<file path="config.mk">
export PLATFORM = sky130hd
export DESIGN_NAME = pipe_hazard_ctrl_flat
export DESIGN_NICKNAME = d
export VERILOG_FILES = /design/src/rtl/pipe_hazard_ctrl_pkg.sv /design/src/rtl/pipe_hazard_ctrl_if.sv /design/src/rtl/pipe_hazard_ctrl_hazard_detect.sv /design/src/rtl/pipe_hazard_ctrl.sv /design/src/flat_wrapper.sv
export SDC_FILE = /design/constraint.sdc
export NUM_CORES = 1
export LEC_CHECK = 0
export CAP_MARGIN = 30
export CORE_MARGIN = 2
export CORE_UTILIZATION = 30
export CTS_BUF_LIST = sky130_fd_sc_hd__clkbuf_8
export DETAILED_ROUTE_END_ITERATION = 7
export GPL_TIMING_DRIVEN = 0
export PLACE_DENSITY_LB_ADDON = 0.25
export SLEW_MARGIN = 10
export SYNTH_ARGS = -nofsm -noshare
export SYNTH_HDL_FRONTEND = slang
export SYNTH_SLANG_ARGS = --single-unit
</file>
<file path="constraint.sdc">
create_clock -name clock -period 2.5 [get_ports clock]
set_clock_uncertainty 0.1 [all_clocks]
set_input_delay 0.5 -clock clock [delete_from_list [all_inputs] [get_ports clock]]
set_output_delay 0.5 -clock clock [all_outputs]
set_load 0.005 [all_outputs]
</file>
<file path="src/rtl/pipe_hazard_ctrl_pkg.sv">
// Shared types and constants for the pipeline hazard/stall controller.
// Output vector bit order: pc_write, if_id_write, if_id_clear, id_ex_bubble, halted.
package pipe_hazard_pkg;

  typedef enum logic [1:0] {
    RUN      = 2'd0,
    FLUSH    = 2'd1,
    MEM_WAIT = 2'd2,
    HALT     = 2'd3
  } state_t;

  localparam int REG_ZERO = 0;

  typedef struct packed {
    logic pc_write;
    logic if_id_write;
    logic if_id_clear;
    logic id_ex_bubble;
    logic halted;
  } ctrl_t;

  localparam ctrl_t VEC_RUN    = 5'b11000;
  localparam ctrl_t VEC_FREEZE = 5'b00000;
  localparam ctrl_t VEC_STALL  = 5'b00010;
  localparam ctrl_t VEC_FLUSH  = 5'b10110;
  localparam ctrl_t VEC_HALT   = 5'b00011;
  localparam ctrl_t VEC_RESET  = 5'b00110;

endpackage

</file>
<file path="src/rtl/pipe_hazard_ctrl_if.sv">
// Bundle between the pipeline datapath and the hazard controller.
// master = datapath side, slave = controller side.
interface pipe_hazard_ctrl_if #(
  parameter int REG_ADDR_W = 5,
  parameter int CNT_W      = 16
);
  logic [REG_ADDR_W-1:0] id_rs;
  logic [REG_ADDR_W-1:0] id_rt;
  logic [REG_ADDR_W-1:0] ex_rt;
  logic                  id_uses_rt;
  logic                  id_halt;
  logic                  ex_mem_read;
  logic                  branch_taken;
  logic                  mem_busy;
  logic                  pc_write;
  logic                  if_id_write;
  logic                  if_id_clear;
  logic                  id_ex_bubble;
  logic                  halted;
  logic [CNT_W-1:0]      stall_cnt;
  logic [CNT_W-1:0]      flush_cnt;
  logic [CNT_W-1:0]      wait_cnt;

  modport master (
    output id_rs, id_rt, ex_rt, id_uses_rt, id_halt,
    output ex_mem_read, branch_taken, mem_busy,
    input  pc_write, if_id_write, if_id_clear,
    input  id_ex_bubble, halted,
    input  stall_cnt, flush_cnt, wait_cnt
  );

  modport slave (
    input  id_rs, id_rt, ex_rt, id_uses_rt, id_halt,
    input  ex_mem_read, branch_taken, mem_busy,
    output pc_write, if_id_write, if_id_clear,
    output id_ex_bubble, halted,
    output stall_cnt, flush_cnt, wait_cnt
  );
endinterface

</file>
<file path="src/rtl/pipe_hazard_ctrl_hazard_detect.sv">
// Load-use comparator: EX load target against ID sources.
// Register 0 is hardwired and never creates a dependency.
module hazard_detect
  import pipe_hazard_pkg::*;
#(
  parameter int REG_ADDR_W = 5
) (
  input  logic [REG_ADDR_W-1:0] id_rs,
  input  logic [REG_ADDR_W-1:0] id_rt,
  input  logic                  id_uses_rt,
  input  logic                  ex_mem_read,
  input  logic [REG_ADDR_W-1:0] ex_rt,
  output logic                  lu
);
  logic rs_hit;
  logic rt_hit;
  logic nz;

  assign nz     = ex_rt != REG_ADDR_W'(REG_ZERO);
  assign rs_hit = ex_rt == id_rs;
  assign rt_hit = id_uses_rt && (ex_rt == id_rt);
  assign lu     = ex_mem_read && nz && (rs_hit || rt_hit);
endmodule

</file>
<file path="src/rtl/pipe_hazard_ctrl.sv">
// Hazard/stall controller: load-use stalls, branch flushes, memory freezes, HALT.
// Optional statistics counters built only when HAZARD_STATS_EN is defined.
module pipe_hazard_ctrl
  import pipe_hazard_pkg::*;
#(
  parameter int REG_ADDR_W = 5,
  parameter int BR_PENALTY = 1,
  parameter int CNT_W      = 16
) (
  input logic              clock,
  input logic              clear,
  pipe_hazard_ctrl_if.slave bus
);

  generate
    if (BR_PENALTY < 1 || BR_PENALTY > 3) begin : g_bad_penalty
      $error("BR_PENALTY must be in 1..3");
    end
  endgenerate

  localparam logic [1:0] FLUSH_INIT = 2'(BR_PENALTY - 1);

  state_t     st;
  state_t     st_nxt;
  state_t     ret_st;
  state_t     ret_nxt;
  logic [1:0] fcnt;
  logic [1:0] fcnt_nxt;
  ctrl_t      vec;
  logic       lu;

  logic sel_busy;
  logic sel_br;
  logic sel_lu;
  logic sel_halt;

  hazard_detect #(
    .REG_ADDR_W(REG_ADDR_W)
  ) u_detect (
    .id_rs      (bus.id_rs),
    .id_rt      (bus.id_rt),
    .id_uses_rt (bus.id_uses_rt),
    .ex_mem_read(bus.ex_mem_read),
    .ex_rt      (bus.ex_rt),
    .lu         (lu)
  );

  // One-hot priority decode: mem_busy > branch > load-use > halt
  assign sel_busy = bus.mem_busy;
  assign sel_br   = !bus.mem_busy && bus.branch_taken;
  assign sel_lu   = !bus.mem_busy && !bus.branch_taken && lu;
  assign sel_halt = !bus.mem_busy && !bus.branch_taken &&
                    !lu && bus.id_halt;

  always_comb begin
    st_nxt   = st;
    ret_nxt  = ret_st;
    fcnt_nxt = fcnt;
    vec      = VEC_RUN;
    unique case (st)
      RUN: begin
        unique case (1'b1)
          sel_busy: begin
            vec     = VEC_FREEZE;
            ret_nxt = RUN;
            st_nxt  = MEM_WAIT;
          end
          sel_br: begin
            vec = VEC_FLUSH;
            if (BR_PENALTY > 1) begin
              fcnt_nxt = FLUSH_INIT;
              st_nxt   = FLUSH;
            end
          end
          sel_lu: vec = VEC_STALL;
          sel_halt: begin
            vec    = VEC_FREEZE;
            st_nxt = HALT;
          end
          default: vec = VEC_RUN;
        endcase
      end
      FLUSH: begin
        if (bus.mem_busy) begin
          vec     = VEC_FREEZE;
          ret_nxt = FLUSH;
          st_nxt  = MEM_WAIT;
        end else begin
          vec      = VEC_FLUSH;
          fcnt_nxt = fcnt - 2'd1;
          if (fcnt == 2'd1) st_nxt = RUN;
        end
      end
      MEM_WAIT: begin
        vec = VEC_FREEZE;
        if (!bus.mem_busy) st_nxt = ret_st;
      end
      HALT: vec = VEC_HALT;
    endcase
    if (!clear) vec = VEC_RESET;
  end

  always_ff @(posedge clock) begin
    if (!clear) begin
      st     <= RUN;
      ret_st <= RUN;
      fcnt   <= 2'd0;
    end else begin
      st     <= st_nxt;
      ret_st <= ret_nxt;
      fcnt   <= fcnt_nxt;
    end
  end

  assign bus.pc_write     = vec.pc_write;
  assign bus.if_id_write  = vec.if_id_write;
  assign bus.if_id_clear  = vec.if_id_clear;
  assign bus.id_ex_bubble = vec.id_ex_bubble;
  assign bus.halted       = vec.halted;

`ifdef HAZARD_STATS_EN
  logic [CNT_W-1:0] stall_q;
  logic [CNT_W-1:0] flush_q;
  logic [CNT_W-1:0] wait_q;
  logic             inc_stall;
  logic             inc_flush;
  logic             inc_wait;

  assign inc_stall = (st == RUN) && sel_lu;
  assign inc_flush = vec.if_id_clear;
  assign inc_wait  = st == MEM_WAIT;

  // Counters saturate rather than wrap
  always_ff @(posedge clock) begin
    if (!clear) begin
      stall_q <= '0;
      flush_q <= '0;
      wait_q  <= '0;
    end else begin
      if (inc_stall && !(&stall_q)) stall_q <= stall_q + 1'b1;
      if (inc_flush && !(&flush_q)) flush_q <= flush_q + 1'b1;
      if (inc_wait && !(&wait_q))   wait_q  <= wait_q + 1'b1;
    end
  end

  assign bus.stall_cnt = stall_q;
  assign bus.flush_cnt = flush_q;
  assign bus.wait_cnt  = wait_q;
`else
  assign bus.stall_cnt = '0;
  assign bus.flush_cnt = '0;
  assign bus.wait_cnt  = '0;
`endif

endmodule

</file>
<file path="src/flat_wrapper.sv">
// flat-port wrapper written by rule: the top's interface ports become plain ports
module pipe_hazard_ctrl_flat import pipe_hazard_pkg::*;
#(
  parameter int REG_ADDR_W = 5,
  parameter int BR_PENALTY = 1,
  parameter int CNT_W      = 16
)
  (clock, clear, bus_id_rs, bus_id_rt, bus_ex_rt, bus_id_uses_rt, bus_id_halt, bus_ex_mem_read, bus_branch_taken, bus_mem_busy, bus_pc_write, bus_if_id_write, bus_if_id_clear, bus_id_ex_bubble, bus_halted, bus_stall_cnt, bus_flush_cnt, bus_wait_cnt);
  pipe_hazard_ctrl_if #(.REG_ADDR_W(REG_ADDR_W), .CNT_W(CNT_W)) bus_i ();
  input logic clock;
  input logic clear;
  input wire logic [$bits(bus_i.id_rs)-1:0] bus_id_rs;
  input wire logic [$bits(bus_i.id_rt)-1:0] bus_id_rt;
  input wire logic [$bits(bus_i.ex_rt)-1:0] bus_ex_rt;
  input wire logic [$bits(bus_i.id_uses_rt)-1:0] bus_id_uses_rt;
  input wire logic [$bits(bus_i.id_halt)-1:0] bus_id_halt;
  input wire logic [$bits(bus_i.ex_mem_read)-1:0] bus_ex_mem_read;
  input wire logic [$bits(bus_i.branch_taken)-1:0] bus_branch_taken;
  input wire logic [$bits(bus_i.mem_busy)-1:0] bus_mem_busy;
  output wire logic [$bits(bus_i.pc_write)-1:0] bus_pc_write;
  output wire logic [$bits(bus_i.if_id_write)-1:0] bus_if_id_write;
  output wire logic [$bits(bus_i.if_id_clear)-1:0] bus_if_id_clear;
  output wire logic [$bits(bus_i.id_ex_bubble)-1:0] bus_id_ex_bubble;
  output wire logic [$bits(bus_i.halted)-1:0] bus_halted;
  output wire logic [$bits(bus_i.stall_cnt)-1:0] bus_stall_cnt;
  output wire logic [$bits(bus_i.flush_cnt)-1:0] bus_flush_cnt;
  output wire logic [$bits(bus_i.wait_cnt)-1:0] bus_wait_cnt;
  assign bus_i.id_rs = bus_id_rs;
  assign bus_i.id_rt = bus_id_rt;
  assign bus_i.ex_rt = bus_ex_rt;
  assign bus_i.id_uses_rt = bus_id_uses_rt;
  assign bus_i.id_halt = bus_id_halt;
  assign bus_i.ex_mem_read = bus_ex_mem_read;
  assign bus_i.branch_taken = bus_branch_taken;
  assign bus_i.mem_busy = bus_mem_busy;
  assign bus_pc_write = bus_i.pc_write;
  assign bus_if_id_write = bus_i.if_id_write;
  assign bus_if_id_clear = bus_i.if_id_clear;
  assign bus_id_ex_bubble = bus_i.id_ex_bubble;
  assign bus_halted = bus_i.halted;
  assign bus_stall_cnt = bus_i.stall_cnt;
  assign bus_flush_cnt = bus_i.flush_cnt;
  assign bus_wait_cnt = bus_i.wait_cnt;
  pipe_hazard_ctrl #(.REG_ADDR_W(REG_ADDR_W), .BR_PENALTY(BR_PENALTY), .CNT_W(CNT_W)) u_core (.clock(clock), .clear(clear), .bus(bus_i));
endmodule
</file>
==> results.cfg, run 1 <==
[logic_synthesis]
yosysWarnings = 0
synthCells = 120
synth_ff_type = dfxtp_1
avgSynthCellArea_um2 = 8.05
synthTopCellsByArea = buf_4, dfxtp_1, xnor2_1, ha_1, a21oi_1
synthMuxAreaShare = 0.0104
synth_top_family_by_area = buffers and inverters
synth-edff-count = 0
synthAdderAreaFrac = 0.0907
synth-xor-area-share = 0.0997
synthArstFlopShare = 0
synth-compound-area-share = 0.146
synth_top_area_frac = 0.373
synth_cell_types = 31
ys_ff_latch = 5
synth_area_um2 = 966
yosys.area.top_type = buf_4
seq_area_frac_synth = 0.104
yosys.area_share.simple = 0.137

[power]
powerDensity_nw_per_um2 = 449
ir_drop_uv = 406
total_power_uw = 709
leakagePower_nw = 0.858

[route]
vias = 901
drt_iter0_markers = 25
vias_per_cell = 3.63
first_pass_iters = 4
ant_nets = 0
drc = 0
wl_per_cell_um = 8.86
wl_um = 2200

[setup_path]
cp.arrival_ns = 1.96
path_class = in2out
start_kind = primary input
cp_max_fo = 2
crit_path_end_kind = primary output
critPathRequiredTime_ns = 1.90

[placement]
dp_hpwl_um = 1830
gp_congestion = 0.799
io_buffer_count = 25

[floorplanning]
die_h_um = 60.7
ios = 75
initial_core_util = 0.316
rows = 20
die_x_um = 60.7
core_um2 = 3050
die_area_um2 = 3690

[clocking]
hold_buffers = 0
numCtsBuffers = 3
clkSlewWorstSetupHoldPaths_ns = 0.03
cts_root_buf = clkbuf_8
clock_sinks = 5
clk_latency_ns = 0.22
htreeDepth = 1
cts_tree = yes
clockBufferDepth = 2

[global_route]
grt_max_degree = 10
grt_overflow = 0
grt_pass1_vias = 788
grt_pass1_wl_um = 3190
antenna_found_initial = 0
grt.total_usage = 0.113

[cells_and_area]
insertedDiodeCount = 0
final_cell_mix = buf_4, conb_1, xnor2_1
final_nets = 234
fillers = 321
syn2layout_area_growth_pct = 63.5
layout_commonest_cell = buf_4
drive_gt1_frac = 0.397

[run_status]
outcome = finished with violations
violations = negative setup slack

[timing]
setup_viol = 2
finalWorstSetupSlack_ns = -0.0627
period_share = 1.03
final_max_slew_viol_count = 0
fin_tns_setup_ns = -0.0913
final_hold_viol_count = 0
min_period_ns = 2.56
rsz0062_at_grt = yes
fmax_mhz = 390

[hold_path]
worstHoldPathType = reg2reg

[job]
maxCapViolations = 0
where the power goes:
| group | switching [mW] | internal [mW] |
|---|---|---|
| logic | 0.206 | 0.236 |
| registers | 0.0238 | 0.103 |
| clock network | 0.0356 | 0.105 |
| total | 0.265 | 0.444 |
sequential cells by signal, summed over array words and instances, names as in the netlist:
register       cells
u_core.fcnt        2
u_core.ret_st      1
u_core.st          2
final timing paths:
kind                                  startpoint          endpoint  slack, ns  cells after the start
worst max-delay path                bus_ex_rt[3]   bus_if_id_write      -0.06                      8
worst min-delay path            u_core.ret_st[0]  u_core.ret_st[0]       0.36                      2
worst max register to register      u_core.st[1]      u_core.st[1]       0.24                      8
worst min register to register  u_core.ret_st[0]  u_core.ret_st[0]       0.36                      2
worst max-delay path, cell delays in order:
cell	delay, ns
buf_8	0.09
or4_4	0.52
o21a_4	0.21
buf_6	0.12
a21oi_4	0.11
buf_4	0.12
and4b_1	0.18
buf_2	0.11
final cells by class:
type                       count  area, µm²  area share
multi-input combinational    107        698       0.442
buffer                        49        372       0.235
timing repair buffer          33        285       0.181
sequential                     5        101      0.0642
tap                           44       55.1      0.0349
clock buffer                   3       41.3      0.0261
inverter                       6       22.5      0.0143
clock inverter                 1       3.75     0.00238
metal layers:
layer / track usage / up-vias / share of wire
li1: - / 472 / -
met1: 0.113 / 382 / 0.37
met2: 0.224 / 45 / 0.52
met3: 0.0192 / 2 / 0.10
met4: 0.0466 / 0 / 0.0086
met5: 0 / - / 0
synth_stat cells (2+ instances only):
library cell / count
buf_4: 48
xnor2_1: 11
ha_1: 7
a21oi_1: 6
inv_1: 6
nor2_1: 6
dfxtp_1: 5
nand2_1: 5
o21ai_0: 3
or2_2: 2
metrics by stage:
| step | hold slack (ns) | cells | area [µm²] | setup WS [ns] | util |
|---|---|---|---|---|---|
| 5_1_grt | 0.377 | 248 | 1580 | -0.104 | 0.517 |
| 3_5_place_dp | 0.356 | 236 | 1450 | -0.872 | 0.474 |
| 2_1_floorplan | 0.332 | 167 | 1140 | 0.268 | - |
| 4_1_cts | 0.361 | 247 | 1550 | -0.0791 | 0.508 |
| 3_3_place_gp | 0.358 | 236 | 1450 | -0.854 | 0.474 |
| 6_report | 0.359 | 248 | 1580 | -0.0627 | 0.517 |
kinds of logic (layout without fill, tap and decap cells):
family | after synthesis | count (layout)
buf+inv | 55 | 92
simple gates | 23 | 23
compound gates | 17 | 17
xor+xnor | 11 | 11
fa+ha+maj | 7 | 7
flops | 5 | 5
other cells | 1 | 48
mux | 1 | 1
timing repair:
item | CTS | global route
gates cloned | 0 | 0
setup endpoints to repair | 3 | 3
setup buffers | 7 | 1
pin swaps | 17 | 6
resized for setup | 50 | 4
hold endpoints to repair | 0 | 0
Power figures use the tool's default switching activity.
==> inputs of run 2 (changes only) <==
clock period = 2.9 ns   (was 2.5 ns; I/O delays follow)
==> results.cfg, run 2 (synthesis gave the netlist of run 1 again) <==
[setup_path]
cp_max_fo = 3
cp.arrival_ns = 2.16
path_class = in2out
critPathRequiredTime_ns = 2.22
start_kind = primary input
r2r_setup_slack_ns = 0.63
crit_buf_inv = 3
critPathSlowestCell = or4_4
crit_path_end_kind = primary output
rr_startpoint = u_core.st[1]
crit_family = simple AND/OR/NAND/NOR gates
r2r_end = u_core.st[1]
cp_cell_sequence = clkdlybuf4s15_1 > or4_4 > o21a_4 > buf_4 > a21oi_4 > and4b_1 > clkdlybuf4s15_2
ff2ff_path_depth = 8
slowest_delay_ns = 0.45

[hold_path]
worstHoldPathType = reg2reg
holdPathStages = 2
worstHoldEndpoint = u_core.ret_st[0]
min_from = u_core.ret_st[0]

[floorplanning]
die_h_um = 60.7
die_area_um2 = 3690
initial_core_util = 0.316
ios = 75
die_x_um = 60.7
core_um2 = 3050
rows = 20

[clocking]
cts_root_buf = clkbuf_8
htreeDepth = 1
numCtsBuffers = 3
hold_buffers = 0
clk_latency_ns = 0.22
cts_tree = yes
clockBufferDepth = 2
clkSlewWorstSetupHoldPaths_ns = 0.03
clock_sinks = 5

[route]
vias_per_cell = 3.63
wl_um = 2180
vias = 889
drc = 0
drt_iter0_markers = 11
first_pass_iters = 4
ant_nets = 0
wl_per_cell_um = 8.91

[placement]
dp_hpwl_um = 1830
dpl-instance-area_um2 = 1450
gp_congestion = 0.799
io_buffer_count = 25

[cells_and_area]
syn2layout_area_growth_pct = 61.3
top_regs = u_core.fcnt: 2 flops, u_core.st: 2 flops, u_core.ret_st: 1 flops
fin_area_um2 = 1560
final_cell_mix = buf_4, conb_1, clkdlybuf4s50_1
fillers = 322
layout_commonest_cell = buf_4
insertedDiodeCount = 0
drive_gt1_frac = 0.373
final_nets = 231

[timing]
final_hold_viol_count = 0
rsz0062_at_grt = yes
setup_viol = 0
min_period_ns = 2.84
period_share = 0.980
final_max_slew_viol_count = 0
fin_tns_setup_ns = 0
fmax_mhz = 352

[power]
power_frac_comb = 0.623
leakagePower_nw = 0.830
seqPwrFrac = 0.178
clkPwrFrac = 0.199
powerDensity_nw_per_um2 = 391
power.internal_uw = 381
power_switching_share = 0.374
p_switching_uw = 227
ir_drop_uv = 350

[global_route]
grt_max_degree = 10
grt.total_usage = 0.110
grt_pass1_vias = 768
antenna_found_initial = 0
grt_overflow = 0
grt_pass1_wl_um = 3100

[run_status]
outcome = finished clean

[job]
maxCapViolations = 0
==> run 2: layer usage <==
metal / share of wire / track usage / vias to the layer above
li1: - / - / 465
met4: 0.0087 / 0.0466 / 0
met2: 0.53 / 0.221 / 45
met5: 0 / 0 / -
met3: 0.11 / 0.0192 / 2
met1: 0.35 / 0.107 / 377
==> run 2: per-stage QoR <==
stage                     power, mW  utilization  cells  hold WS (ns)  setup slack (ns)
after floorplan               0.377            -    167         0.332             0.508
after global placement        0.459        0.474    236         0.358            -0.614
after detailed placement      0.470        0.474    236         0.356            -0.632
after CTS                     0.597        0.500    245         0.361            0.0112
after global routing          0.661        0.510    245         0.377           -0.0141
final                         0.609        0.510    245         0.359            0.0587
==> run 2: area by class of cell <==
cell class,count,area (µm²),share of cell area
timing repair buffer,30,269,0.173
clock inverter,1,3.75,0.00241
multi-input combinational,107,694,0.446
clock buffer,3,41.3,0.0265
buffer,49,372,0.239
sequential,5,100,0.0643
tap,44,55.1,0.0353
inverter,6,22.5,0.0145
==> run 2: worst max-delay path by stage <==
stage	start	end	slack (ns)	cells after the start
2_1_floorplan	bus_ex_rt[0]	bus_if_id_write	0.51	4
3_3_place_gp	bus_ex_rt[0]	bus_if_id_write	-0.61	6
3_5_place_dp	bus_ex_rt[0]	bus_if_id_write	-0.63	6
4_1_cts	bus_ex_rt[0]	bus_if_id_write	0.01	7
5_1_grt	bus_id_rs[0]	bus_id_ex_bubble	-0.01	8
6_report	bus_ex_rt[0]	bus_if_id_write	0.06	7
==> run 2: timing repair <==
item	in CTS	in global routing
gates resized for setup	23	11
buffers inserted	5	0
setup endpoints to repair	3	3
endpoints found under the hold margin	0	0
pin swaps	4	4
==> run 2: worst reg2reg max path, delay by kind of cell (launching register included) <==
family	cells	cell delay, ns
adder cells (fa/ha/maj)	1	0.24
flip-flops	1	0.40
AND/OR/NAND/NOR	4	0.66
AO/OA/AOI/OAI	2	0.65
buffers and inverters	1	0.11
==> run 2: power groups by stage <==
stage / logic, mW / registers [mW] / clock network [mW]
2_1_floorplan: 0.273 / 0.103 / 0
3_3_place_gp: 0.353 / 0.107 / 0
3_5_place_dp: 0.361 / 0.109 / 0
4_1_cts: 0.363 / 0.108 / 0.126
5_1_grt: 0.416 / 0.111 / 0.134
6_report: 0.379 / 0.108 / 0.121
==> inputs of run 3 (changes only) <==
--- a/config.mk
+++ b/config.mk
@@ -8,3 +8,3 @@
 export CAP_MARGIN = 30
-export CORE_MARGIN = 2
+export CORE_MARGIN = 4
 export CORE_UTILIZATION = 30
--- a/constraint.sdc
+++ b/constraint.sdc
@@ -4,2 +4,2 @@
 set_output_delay 0.58 -clock clock [all_outputs]
-set_load 0.005 [all_outputs]
+set_load 0.02 [all_outputs]
==> results.cfg, run 3 (synthesis gave the netlist of run 1 again) <==
[timing]
setup_viol = 0
period_share = 0.992
fin_tns_setup_ns = 0
fmax_mhz = 347
finalWorstSetupSlack_ns = 0.0222
final_max_slew_viol_count = 0
rsz0062_at_grt = yes
min_period_ns = 2.88
final_hold_viol_count = 0

[global_route]
antenna_found_initial = 0
grt_overflow = 0
grt_max_degree = 10
grt_pass1_wl_um = 3350
grt.total_usage = 0.0988
grt_pass1_vias = 739

[setup_path]
critPathRequiredTime_ns = 2.22
crit_path_end_kind = primary output
cp_cell_sequence = dlygate4sd2_1 > or4_1 > o21a_2 > a21oi_2 > and4b_1 > buf_4
critPathSlowestCell = or4_1
start_kind = primary input
crit_family = simple AND/OR/NAND/NOR gates
path_class = in2out
crit_buf_inv = 2
cp.arrival_ns = 2.20
cp_max_fo = 3
slowest_delay_ns = 0.54

[cells_and_area]
fin_area_um2 = 1490
layout_commonest_cell = buf_4
top_regs = u_core.fcnt: 2 flops, u_core.st: 2 flops, u_core.ret_st: 1 flops
insertedDiodeCount = 0
syn2layout_area_growth_pct = 54.4
drive_gt1_frac = 0.332
finish.utilization = 0.485
final_nets = 226
final_cell_mix = buf_4, conb_1, clkdlybuf4s50_1

[route]
drc = 0
ant_nets = 0
vias_per_cell = 3.45
drt_iter0_markers = 22
wl_um = 2190
vias = 827
wl_per_cell_um = 9.12
first_pass_iters = 4

[power]
p_switching_uw = 268
powerDensity_nw_per_um2 = 432
power_frac_comb = 0.644
power.internal_uw = 376
ir_drop_uv = 420
seqPwrFrac = 0.167
clkPwrFrac = 0.189
power_switching_share = 0.416
leakagePower_nw = 0.794

[floorplanning]
die_x_um = 64.7
rows = 20
core_um2 = 3080
die_area_um2 = 4190
die_h_um = 64.7
initial_core_util = 0.314
ios = 75

[job]
maxCapViolations = 0

[clocking]
clock_sinks = 5
clk_latency_ns = 0.22
cts_root_buf = clkbuf_8
clkSlewWorstSetupHoldPaths_ns = 0.03
htreeDepth = 1
clockBufferDepth = 2
numCtsBuffers = 3
hold_buffers = 0
cts_tree = yes

[placement]
io_buffer_count = 25
dp_hpwl_um = 1920
gp_congestion = 0.758
pre_cts_ws_ns = -0.679
dpl-instance-area_um2 = 1450

[hold_path]
worstHoldPathType = reg2reg

[run_status]
outcome = finished clean
run 3: worst paths after layout:
| check | startpoint | to | slack, ns | cells after the start |
|---|---|---|---|---|
| hold / removal | u_core.ret_st[0] | u_core.ret_st[0] | 0.37 | 2 |
| setup reg to reg | u_core.st[1] | u_core.st[1] | 0.69 | 8 |
| setup / recovery | bus_ex_rt[0] | bus_if_id_write | 0.02 | 6 |
| hold reg to reg | u_core.ret_st[0] | u_core.ret_st[0] | 0.37 | 2 |
run 3: power by group through the flow:
stage	combinational, mW	clock, mW	sequential [mW]
floorplan	0.328	0	0.103
global placement	0.408	0	0.107
detailed placement	0.416	0	0.109
CTS	0.411	0.125	0.108
global route	0.458	0.132	0.111
finish	0.415	0.122	0.108
run 3: layer usage:
metal	share of wire	GRT usage	wire length (µm)
met1	0.42	0.109	919
met2	0.48	0.184	1060
met3	0.096	0.0329	210
met4	0	0.0158	0
met5	0	0	0
run 3: per-stage QoR:
stage | instances | power, mW | hold slack [ns]
floorplan | 167 | 0.432 | 0.332
global placement | 236 | 0.515 | 0.352
detailed placement | 236 | 0.525 | 0.365
CTS | 240 | 0.644 | 0.371
global route | 240 | 0.700 | 0.386
finish | 240 | 0.644 | 0.375
run 3: timing repair:
action,4_1_cts,5_1_grt
endpoints found under the hold margin,0,0
setup endpoints to repair,3,3
setup buffers,0,0
resized for setup,21,2
pin swaps,1,0
run 3: area by class of cell:
class	instances	area, µm²
sequential	5	100
fill	303	1590
clock inverter	1	3.75
clock buffer	3	41.3
timing repair buffer	25	238
inverter	6	22.5
tap	44	55.1
buffer	49	372
multi-input combinational	107	659
run 3: worst reg2reg max path, cell delays in order (launching register included):
cell      delay, ns
dfxtp_1        0.40
inv_1          0.11
ha_1           0.25
nor2b_4        0.17
a221oi_2       0.39
nand3b_2       0.17
nor2_1         0.21
nor3_1         0.10
a311oi_2       0.23
